**src/rtl/add_subt_sliced_pkg.sv**
```systemverilog
// Shared parameters, state encoding and helpers for the sliced adder/subtractor.
package add_subt_sliced_pkg;

  localparam int unsigned W_DEF     = 32;
  localparam int unsigned SLICE_DEF = 8;

  typedef enum logic [1:0] {
    ST_IDLE  = 2'd0,
    ST_EXEC  = 2'd1,
    ST_FLAGS = 2'd2,
    ST_DONE  = 2'd3
  } state_e;

  // Status flags loaded together with the result.
  typedef struct packed {
    logic ovf;
    logic zero;
  } flags_t;

  // Counter width able to address n slices (at least one bit).
  function automatic int unsigned cnt_width(input int unsigned n);
    return (n > 1) ? $clog2(n) : 1;
  endfunction

endpackage

```
**src/rtl/add_subt_sliced_if.sv**
```systemverilog
// Controller-facing handshake and data bus of the sliced adder/subtractor.
interface add_subt_sliced_if #(
  parameter int unsigned W = 32
);
  logic         beg_add_subt;
  logic         ack_add_subt;
  logic         add_subt;
  logic [W-1:0] Data_X;
  logic [W-1:0] Data_Y;
  logic         ready_add_subt;
  logic         busy;
  logic [W-1:0] Data_Result;
  logic         overflow_flag;
  logic         zero_flag;

  modport master (
    output beg_add_subt, ack_add_subt, add_subt, Data_X, Data_Y,
    input  ready_add_subt, busy, Data_Result, overflow_flag, zero_flag
  );

  modport slave (
    input  beg_add_subt, ack_add_subt, add_subt, Data_X, Data_Y,
    output ready_add_subt, busy, Data_Result, overflow_flag, zero_flag
  );
endinterface

```
**src/rtl/add_subt_sliced_add_slice.sv**
```systemverilog
// SLICE-bit ripple adder reused for every slice of the operands.
module add_slice #(
  parameter int unsigned SLICE = 8
) (
  input  logic [SLICE-1:0] a,
  input  logic [SLICE-1:0] b,
  input  logic             cin,
  output logic [SLICE-1:0] sum,
  output logic             cout
);

  localparam int unsigned SW = SLICE + 1;

  // Sum with carry-out in the extra top bit.
  always_comb begin
    {cout, sum} = SW'(a) + SW'(b) + SW'(cin);
  end

endmodule

```
**src/rtl/add_subt_sliced.sv**
```systemverilog
// Multi-cycle add/subtract: one SLICE-bit adder walks the operands LSB first.
module add_subt_sliced
  import add_subt_sliced_pkg::*;
#(
  parameter int unsigned W     = W_DEF,
  parameter int unsigned SLICE = SLICE_DEF
) (
  input  logic              clk,
  input  logic              reset,
  add_subt_sliced_if.slave  bus
);

  localparam int unsigned      N_SLICE  = W / SLICE;
  localparam int unsigned      CNT_W    = cnt_width(N_SLICE);
  localparam logic [CNT_W-1:0] CNT_LAST = CNT_W'(N_SLICE - 1);

  state_e           state_q, state_d;
  logic [W-1:0]     x_q, x_d;
  logic [W-1:0]     y_q, y_d;
  logic [W-1:0]     sum_q, sum_d;
  logic [W-1:0]     result_q, result_d;
  logic             carry_q, carry_d;
  logic [CNT_W-1:0] cnt_q, cnt_d;
  flags_t           flags_q, flags_d;
  logic             ready_q, ready_d;
  logic             busy_q, busy_d;

  logic [SLICE-1:0] a_slice;
  logic [SLICE-1:0] b_slice;
  logic [SLICE-1:0] s_slice;
  logic             c_out;

  // Pick the operand slice addressed by the counter.
  always_comb begin
    a_slice = x_q[int'(cnt_q) * SLICE +: SLICE];
    b_slice = y_q[int'(cnt_q) * SLICE +: SLICE];
  end

  add_slice #(
    .SLICE (SLICE)
  ) u_add_slice (
    .a    (a_slice),
    .b    (b_slice),
    .cin  (carry_q),
    .sum  (s_slice),
    .cout (c_out)
  );

  // State register.
  always_ff @(posedge clk) begin
    if (reset) begin
      state_q <= ST_IDLE;
    end else begin
      state_q <= state_d;
    end
  end

  // Next-state logic; beg only counts in IDLE, ack only in DONE.
  always_comb begin
    state_d = state_q;
    case (state_q)
      ST_IDLE:  if (bus.beg_add_subt) state_d = ST_EXEC;
      ST_EXEC:  if (cnt_q == CNT_LAST) state_d = ST_FLAGS;
      ST_FLAGS: state_d = ST_DONE;
      ST_DONE:  if (bus.ack_add_subt) state_d = ST_IDLE;
      default:  state_d = ST_IDLE;
    endcase
  end

  // Datapath and status next values per state.
  always_comb begin
    x_d      = x_q;
    y_d      = y_q;
    sum_d    = sum_q;
    result_d = result_q;
    carry_d  = carry_q;
    cnt_d    = cnt_q;
    flags_d  = flags_q;
    ready_d  = (state_q == ST_DONE);
    busy_d   = (state_q != ST_IDLE);
    case (state_q)
      ST_IDLE: begin
        if (bus.beg_add_subt) begin
          // Subtract as X + ~Y + 1.
          x_d     = bus.Data_X;
          y_d     = bus.add_subt ? ~bus.Data_Y : bus.Data_Y;
          carry_d = bus.add_subt;
          cnt_d   = '0;
          sum_d   = '0;
        end
      end
      ST_EXEC: begin
        sum_d[int'(cnt_q) * SLICE +: SLICE] = s_slice;
        carry_d = c_out;
        if (cnt_q != CNT_LAST) begin
          cnt_d = cnt_q + 1'b1;
        end
      end
      ST_FLAGS: begin
        result_d     = sum_q;
        flags_d.zero = (sum_q == '0);
        flags_d.ovf  = (x_q[W-1] == y_q[W-1]) && (sum_q[W-1] != x_q[W-1]);
      end
      default: begin
      end
    endcase
  end

  // Datapath and status registers.
  always_ff @(posedge clk) begin
    if (reset) begin
      x_q      <= '0;
      y_q      <= '0;
      sum_q    <= '0;
      result_q <= '0;
      carry_q  <= 1'b0;
      cnt_q    <= '0;
      flags_q  <= '0;
      ready_q  <= 1'b0;
      busy_q   <= 1'b0;
    end else begin
      x_q      <= x_d;
      y_q      <= y_d;
      sum_q    <= sum_d;
      result_q <= result_d;
      carry_q  <= carry_d;
      cnt_q    <= cnt_d;
      flags_q  <= flags_d;
      ready_q  <= ready_d;
      busy_q   <= busy_d;
    end
  end

  assign bus.ready_add_subt = ready_q;
  assign bus.busy           = busy_q;
  assign bus.Data_Result    = result_q;
  assign bus.overflow_flag  = flags_q.ovf;
  assign bus.zero_flag      = flags_q.zero;

endmodule
```
**src/flat_wrapper.sv**
```systemverilog
// flat-port wrapper written by rule: the top's interface ports become plain ports
module add_subt_sliced_flat import add_subt_sliced_pkg::*;
#(
  parameter int unsigned W     = W_DEF,
  parameter int unsigned SLICE = SLICE_DEF
)
  (clk, reset, bus_beg_add_subt, bus_ack_add_subt, bus_add_subt, bus_Data_X, bus_Data_Y, bus_ready_add_subt, bus_busy, bus_Data_Result, bus_overflow_flag, bus_zero_flag);
  add_subt_sliced_if #(.W(W)) bus_i ();
  input  logic clk;
  input  logic reset;
  input wire logic [$bits(bus_i.beg_add_subt)-1:0] bus_beg_add_subt;
  input wire logic [$bits(bus_i.ack_add_subt)-1:0] bus_ack_add_subt;
  input wire logic [$bits(bus_i.add_subt)-1:0] bus_add_subt;
  input wire logic [$bits(bus_i.Data_X)-1:0] bus_Data_X;
  input wire logic [$bits(bus_i.Data_Y)-1:0] bus_Data_Y;
  output wire logic [$bits(bus_i.ready_add_subt)-1:0] bus_ready_add_subt;
  output wire logic [$bits(bus_i.busy)-1:0] bus_busy;
  output wire logic [$bits(bus_i.Data_Result)-1:0] bus_Data_Result;
  output wire logic [$bits(bus_i.overflow_flag)-1:0] bus_overflow_flag;
  output wire logic [$bits(bus_i.zero_flag)-1:0] bus_zero_flag;
  assign bus_i.beg_add_subt = bus_beg_add_subt;
  assign bus_i.ack_add_subt = bus_ack_add_subt;
  assign bus_i.add_subt = bus_add_subt;
  assign bus_i.Data_X = bus_Data_X;
  assign bus_i.Data_Y = bus_Data_Y;
  assign bus_ready_add_subt = bus_i.ready_add_subt;
  assign bus_busy = bus_i.busy;
  assign bus_Data_Result = bus_i.Data_Result;
  assign bus_overflow_flag = bus_i.overflow_flag;
  assign bus_zero_flag = bus_i.zero_flag;
  add_subt_sliced #(.W(W), .SLICE(SLICE)) u_core (.clk(clk), .reset(reset), .bus(bus_i));
endmodule
```
**config.mk**
```make
export PLATFORM = sky130hd
export DESIGN_NAME = add_subt_sliced_flat
export DESIGN_NICKNAME = d
export VERILOG_FILES = /design/src/rtl/add_subt_sliced_pkg.sv /design/src/rtl/add_subt_sliced_if.sv /design/src/rtl/add_subt_sliced_add_slice.sv /design/src/rtl/add_subt_sliced.sv /design/src/flat_wrapper.sv
export SDC_FILE = /design/constraint.sdc
export NUM_CORES = 1
export LEC_CHECK = 0
export BUFFER_PORTS_ARGS = -buffer_cell sky130_fd_sc_hd__buf_2
export CORE_ASPECT_RATIO = 0.6
export CORE_MARGIN = 2
export CORE_UTILIZATION = 30
export CTS_BUF_LIST = sky130_fd_sc_hd__clkbuf_4 sky130_fd_sc_hd__clkbuf_8
export DETAILED_ROUTE_END_ITERATION = 6
export GPL_ROUTABILITY_DRIVEN = 0
export SKIP_CTS_REPAIR_TIMING = 1
export SLEW_MARGIN = 20
export SYNTH_ARGS = -nofsm -noshare
export SYNTH_HDL_FRONTEND = slang
export SYNTH_HIERARCHICAL = 1
export SYNTH_SLANG_ARGS = --single-unit
```
**constraint.sdc**
```tcl
create_clock -name clk -period 3.15 [get_ports clk]
set_input_delay 0.315 -clock clk [delete_from_list [all_inputs] [get_ports clk]]
set_output_delay 0.315 -clock clk [all_outputs]
set_load 0.005 [all_outputs]
```
==> metrics <==
fraction of power spent switching nets 37.3%; count of flip-flops with a built-in enable after synthesis 0; leading post-synthesis cells by instance count 137 x sky130_fd_sc_hd__dfxtp_1, 107 x sky130_fd_sc_hd__nor2_1, 73 x sky130_fd_sc_hd__nand2_1, 43 x sky130_fd_sc_hd__mux2i_1, 40 x sky130_fd_sc_hd__a21oi_1; share of the core filled with cells in the final layout 36.5%; clock skew between 10 and 15 ps; average vias per placed instance 4.73; max-cap violation count 0; HPWL reported at the end of detailed placement 12.0 mm; data required time of the worst path 3460 ps; Clock Power Share 26.6%; Max Root-Sink Buffers 2; register-to-register path setup slack between 150 and 200 ps; total detailed-routing wirelength 16.3 mm; largest net degree at the start of global routing 81; internal power 3.60 mW; setup total negative slack 0 ps; most instantiated library cell after synthesis sky130_fd_sc_hd__dfxtp_1; kind of end point of the critical path flip-flop; total of warnings raised by yosys 6; classification of the worst setup path flip-flop to flip-flop; endpoints failing hold 0; DRC 0; part of the power in registers 37.9%; post-route fraction of the period consumed by the critical path 93.7%; critical path peak fanout 4; post-synthesis area per instance about 9.4 um^2; Total Routing Usage GR 15.7%; cell count of the worst hold path 3; worst hold path endpoint u_core/x_q[22]$_SDFFE_PP0P_; ports placed on the boundary 105; die area ~21000 um^2; endpoint of the worst-slack reg-to-reg timing path u_core/sum_q[6]$_SDFFE_PP0P_; effective utilization at floorplan 30.4%; post-DR wirelength/cell 16.1 um; count of inserted antenna diode cells 0; worst min-delay path startpoint bus_Data_X[22]; Final setup violation count 0; count of nets left with antenna violations after detail routing 0; Critical Path Max Stage Delay around 550 ps; Async S/R FF share, synth 0%; cell at the root of the clock tree sky130_fd_sc_hd__clkbuf_8; cell chain of the critical path mux4_2 -> fa_1 -> fa_1 -> a21oi_1 -> nor2_1 -> nor2_1 -> xnor2_2 -> and2_1 -> mux2i_1 -> nor2_1; number of cells traversed by the worst register-to-register path 10; number of buffers created by CTS 17; Worst-path clk slew 80 ps; maximum clock frequency 0.339 GHz; instance count of the mapped netlist 639; synthesis-stage register bit count 137; slowest stage cell, crit path sky130_fd_sc_hd__mux4_2; gr ovfl total 0; worst slew slack as a fraction of its limit 40.3%; Port Buffers 104; floorplan die height 114 um; Area growth syn-to-layout 20.1%; count of nets after finishing 819; number of standard-cell rows in the floorplan 40; violation count after the first detailed-route iteration between 400 and 500; dominant register cell in the synthesized netlist sky130_fd_sc_hd__dfxtp_1; TritonCTS clock tree done; run status finished, final reports clean; critical path startpoint category flip-flop; ratio of total power to cell area slightly below 800 nW/um^2; max-slew violations 0; smallest hold slack 106 ps; part of the power in combinational logic 35.4%; Leak Pwr 2.87 nW; Die Width 187 um; Core Footprint 19900 um^2; syn_nets about 730; via count of the first global-routing pass 4433; clock insertion delay at the later pin of the skew report between 400 and 500 ps; post-layout min period 2950 ps; cell occurring most often along the worst timing path sky130_fd_sc_hd__nor2_1; portion of the post-synthesis area used by sequential elements 45.4%; total clock sinks about 140; number of H-tree levels 4; number of iterations in the first detailed-routing pass 5; antenna violations before repair 0; main area contributors after synthesis sky130_fd_sc_hd__dfxtp_1 45%, sky130_fd_sc_hd__mux2i_1 7.1%, sky130_fd_sc_hd__nor2_1 6.7%; global-route wire length before repair 25.6 mm; P_sw 2.14 mW; Reg-to-Reg Start u_core/cnt_q[0]$_SDFFE_PP0P_; area of the mapped netlist 6040 um^2; share of cells above drive strength 1 23.3%; Tightest Hold Check Type input port to flip-flop; synth unique cells 41; most area-hungry cell type in the Yosys netlist sky130_fd_sc_hd__dfxtp_1; unrepaired setup endpoints after global routing no; area fraction of the dominant cell type after synthesis roughly 45%; Arr. time, crit path 3260 ps; via count 4802; pin slew with the least headroom to its limit 896 ps; Max VDD drop 0.000360 V
-- power groups by stage --
stage	Combinational (mW)	Sequential [mW]	Clock, mW
2_1_floorplan	1.48	2.13	0
3_3_place_gp	1.98	2.21	0
3_5_place_dp	2.00	2.21	0
4_1_cts	2.01	2.17	1.55
5_1_grt	2.26	2.20	1.63
6_report	2.03	2.17	1.53
-- layout make-up --
type                    instances  area, um^2
multi-input cells             447        3080
inverters                      10        37.5
repair buffers                117         633
clock buffers                  18         248
fillers                      2069       12600
well taps                     273         342
flip-flops and latches        137        2740
clock inverters                14         169
-- metrics by stage --
step / total power, mW / setup slack, ps / instances / cell area [um^2]
after global placement: 4.19 / 269 / 984 / 6820
final: 5.73 / 198 / 1016 / 7250
after floorplan: 3.61 / 117 / 639 / 6040
after global routing: 6.09 / 1.06 / 1016 / 7250
after detailed placement: 4.21 / 199 / 984 / 6820
after CTS: 5.73 / 167 / 1016 / 7230
-- worst max-delay path, delay by kind of cell (launching register included) --
kind	cells	cell delay (ps)
adders and majority gates	2	910
muxes	2	680
DFF	1	420
xor gates and xnor gates	1	130
AOI/OAI and AO/OA	1	230
and+or+nand+nor	4	470
-- per-layer routing --
layer,routed length [um],vias to the layer above,global-route usage (%)
li1,-,2411,-
met1,9480,2205,26.5
met5,0,-,0
met4,133,0,4.44
met2,5370,174,18.4
met3,1330,12,3.91
-- cell usage in the layout, fill, tap and decap left out, types with 3 or more instances in the layout --
master	netlist	layout
sky130_fd_sc_hd__and2_1	9	8
sky130_fd_sc_hd__inv_6	0	3
sky130_fd_sc_hd__a22oi_1	24	24
sky130_fd_sc_hd__dfxtp_1	137	137
sky130_fd_sc_hd__buf_2	15	103
sky130_fd_sc_hd__nor2_1	107	107
sky130_fd_sc_hd__nand3_1	3	3
sky130_fd_sc_hd__nor2b_1	4	4
sky130_fd_sc_hd__buf_4	1	13
sky130_fd_sc_hd__mux4_2	16	16
sky130_fd_sc_hd__a211oi_1	35	35
sky130_fd_sc_hd__nand2_1	73	73
sky130_fd_sc_hd__ha_1	18	17
sky130_fd_sc_hd__bufinv_16	0	3
sky130_fd_sc_hd__clkinv_2	0	4
sky130_fd_sc_hd__nand4_1	3	3
sky130_fd_sc_hd__nor3_1	3	3
sky130_fd_sc_hd__nor4_1	7	7
sky130_fd_sc_hd__mux2i_1	43	43
sky130_fd_sc_hd__xnor2_1	34	33
sky130_fd_sc_hd__o21ai_1	3	3
sky130_fd_sc_hd__a21oi_1	40	40
sky130_fd_sc_hd__inv_1	9	9
sky130_fd_sc_hd__clkbuf_8	0	18
-- cell families after synthesis --
| family | share of synthesized area [%] |
|---|---|
| XOR/XNOR | 5.22 |
| flip-flops | 45.4 |
| adder cells (fa/ha/maj) | 4.39 |
| multiplexers | 13.3 |
| AND/OR/NAND/NOR | 15.3 |
| AO/OA/AOI/OAI | 12.5 |
| buffers and inverters | 3.92 |
-- how the worst max path moves through the flow --
stage	startpoint	end
after floorplan	u_core/cnt_q[1]$_SDFFE_PP0P_	u_core/sum_q[6]$_SDFFE_PP0P_
after global placement	u_core/cnt_q[0]$_SDFFE_PP0P_	u_core/sum_q[4]$_SDFFE_PP0P_
after detailed placement	u_core/cnt_q[0]$_SDFFE_PP0P_	u_core/sum_q[4]$_SDFFE_PP0P_
after CTS	u_core/cnt_q[0]$_SDFFE_PP0P_	u_core/sum_q[4]$_SDFFE_PP0P_
after global routing	u_core/cnt_q[0]$_SDFFE_PP0P_	u_core/sum_q[6]$_SDFFE_PP0P_
final	u_core/cnt_q[0]$_SDFFE_PP0P_	u_core/sum_q[6]$_SDFFE_PP0P_
-- flip-flops by register name, summed over array words and instances (netlist names) --
register                   flops
u_core/bus.busy                1
u_core/bus.zero_flag           1
u_core/bus.Data_Result        32
u_core/state_q                 2
u_core/cnt_q                   2
u_core/bus.ready_add_subt      1
u_core/bus.overflow_flag       1
u_core/y_q                    32
u_core/carry_q                 1
u_core/x_q                    32
u_core/sum_q                  32
Note: power is estimated with default switching activity, not from simulation.
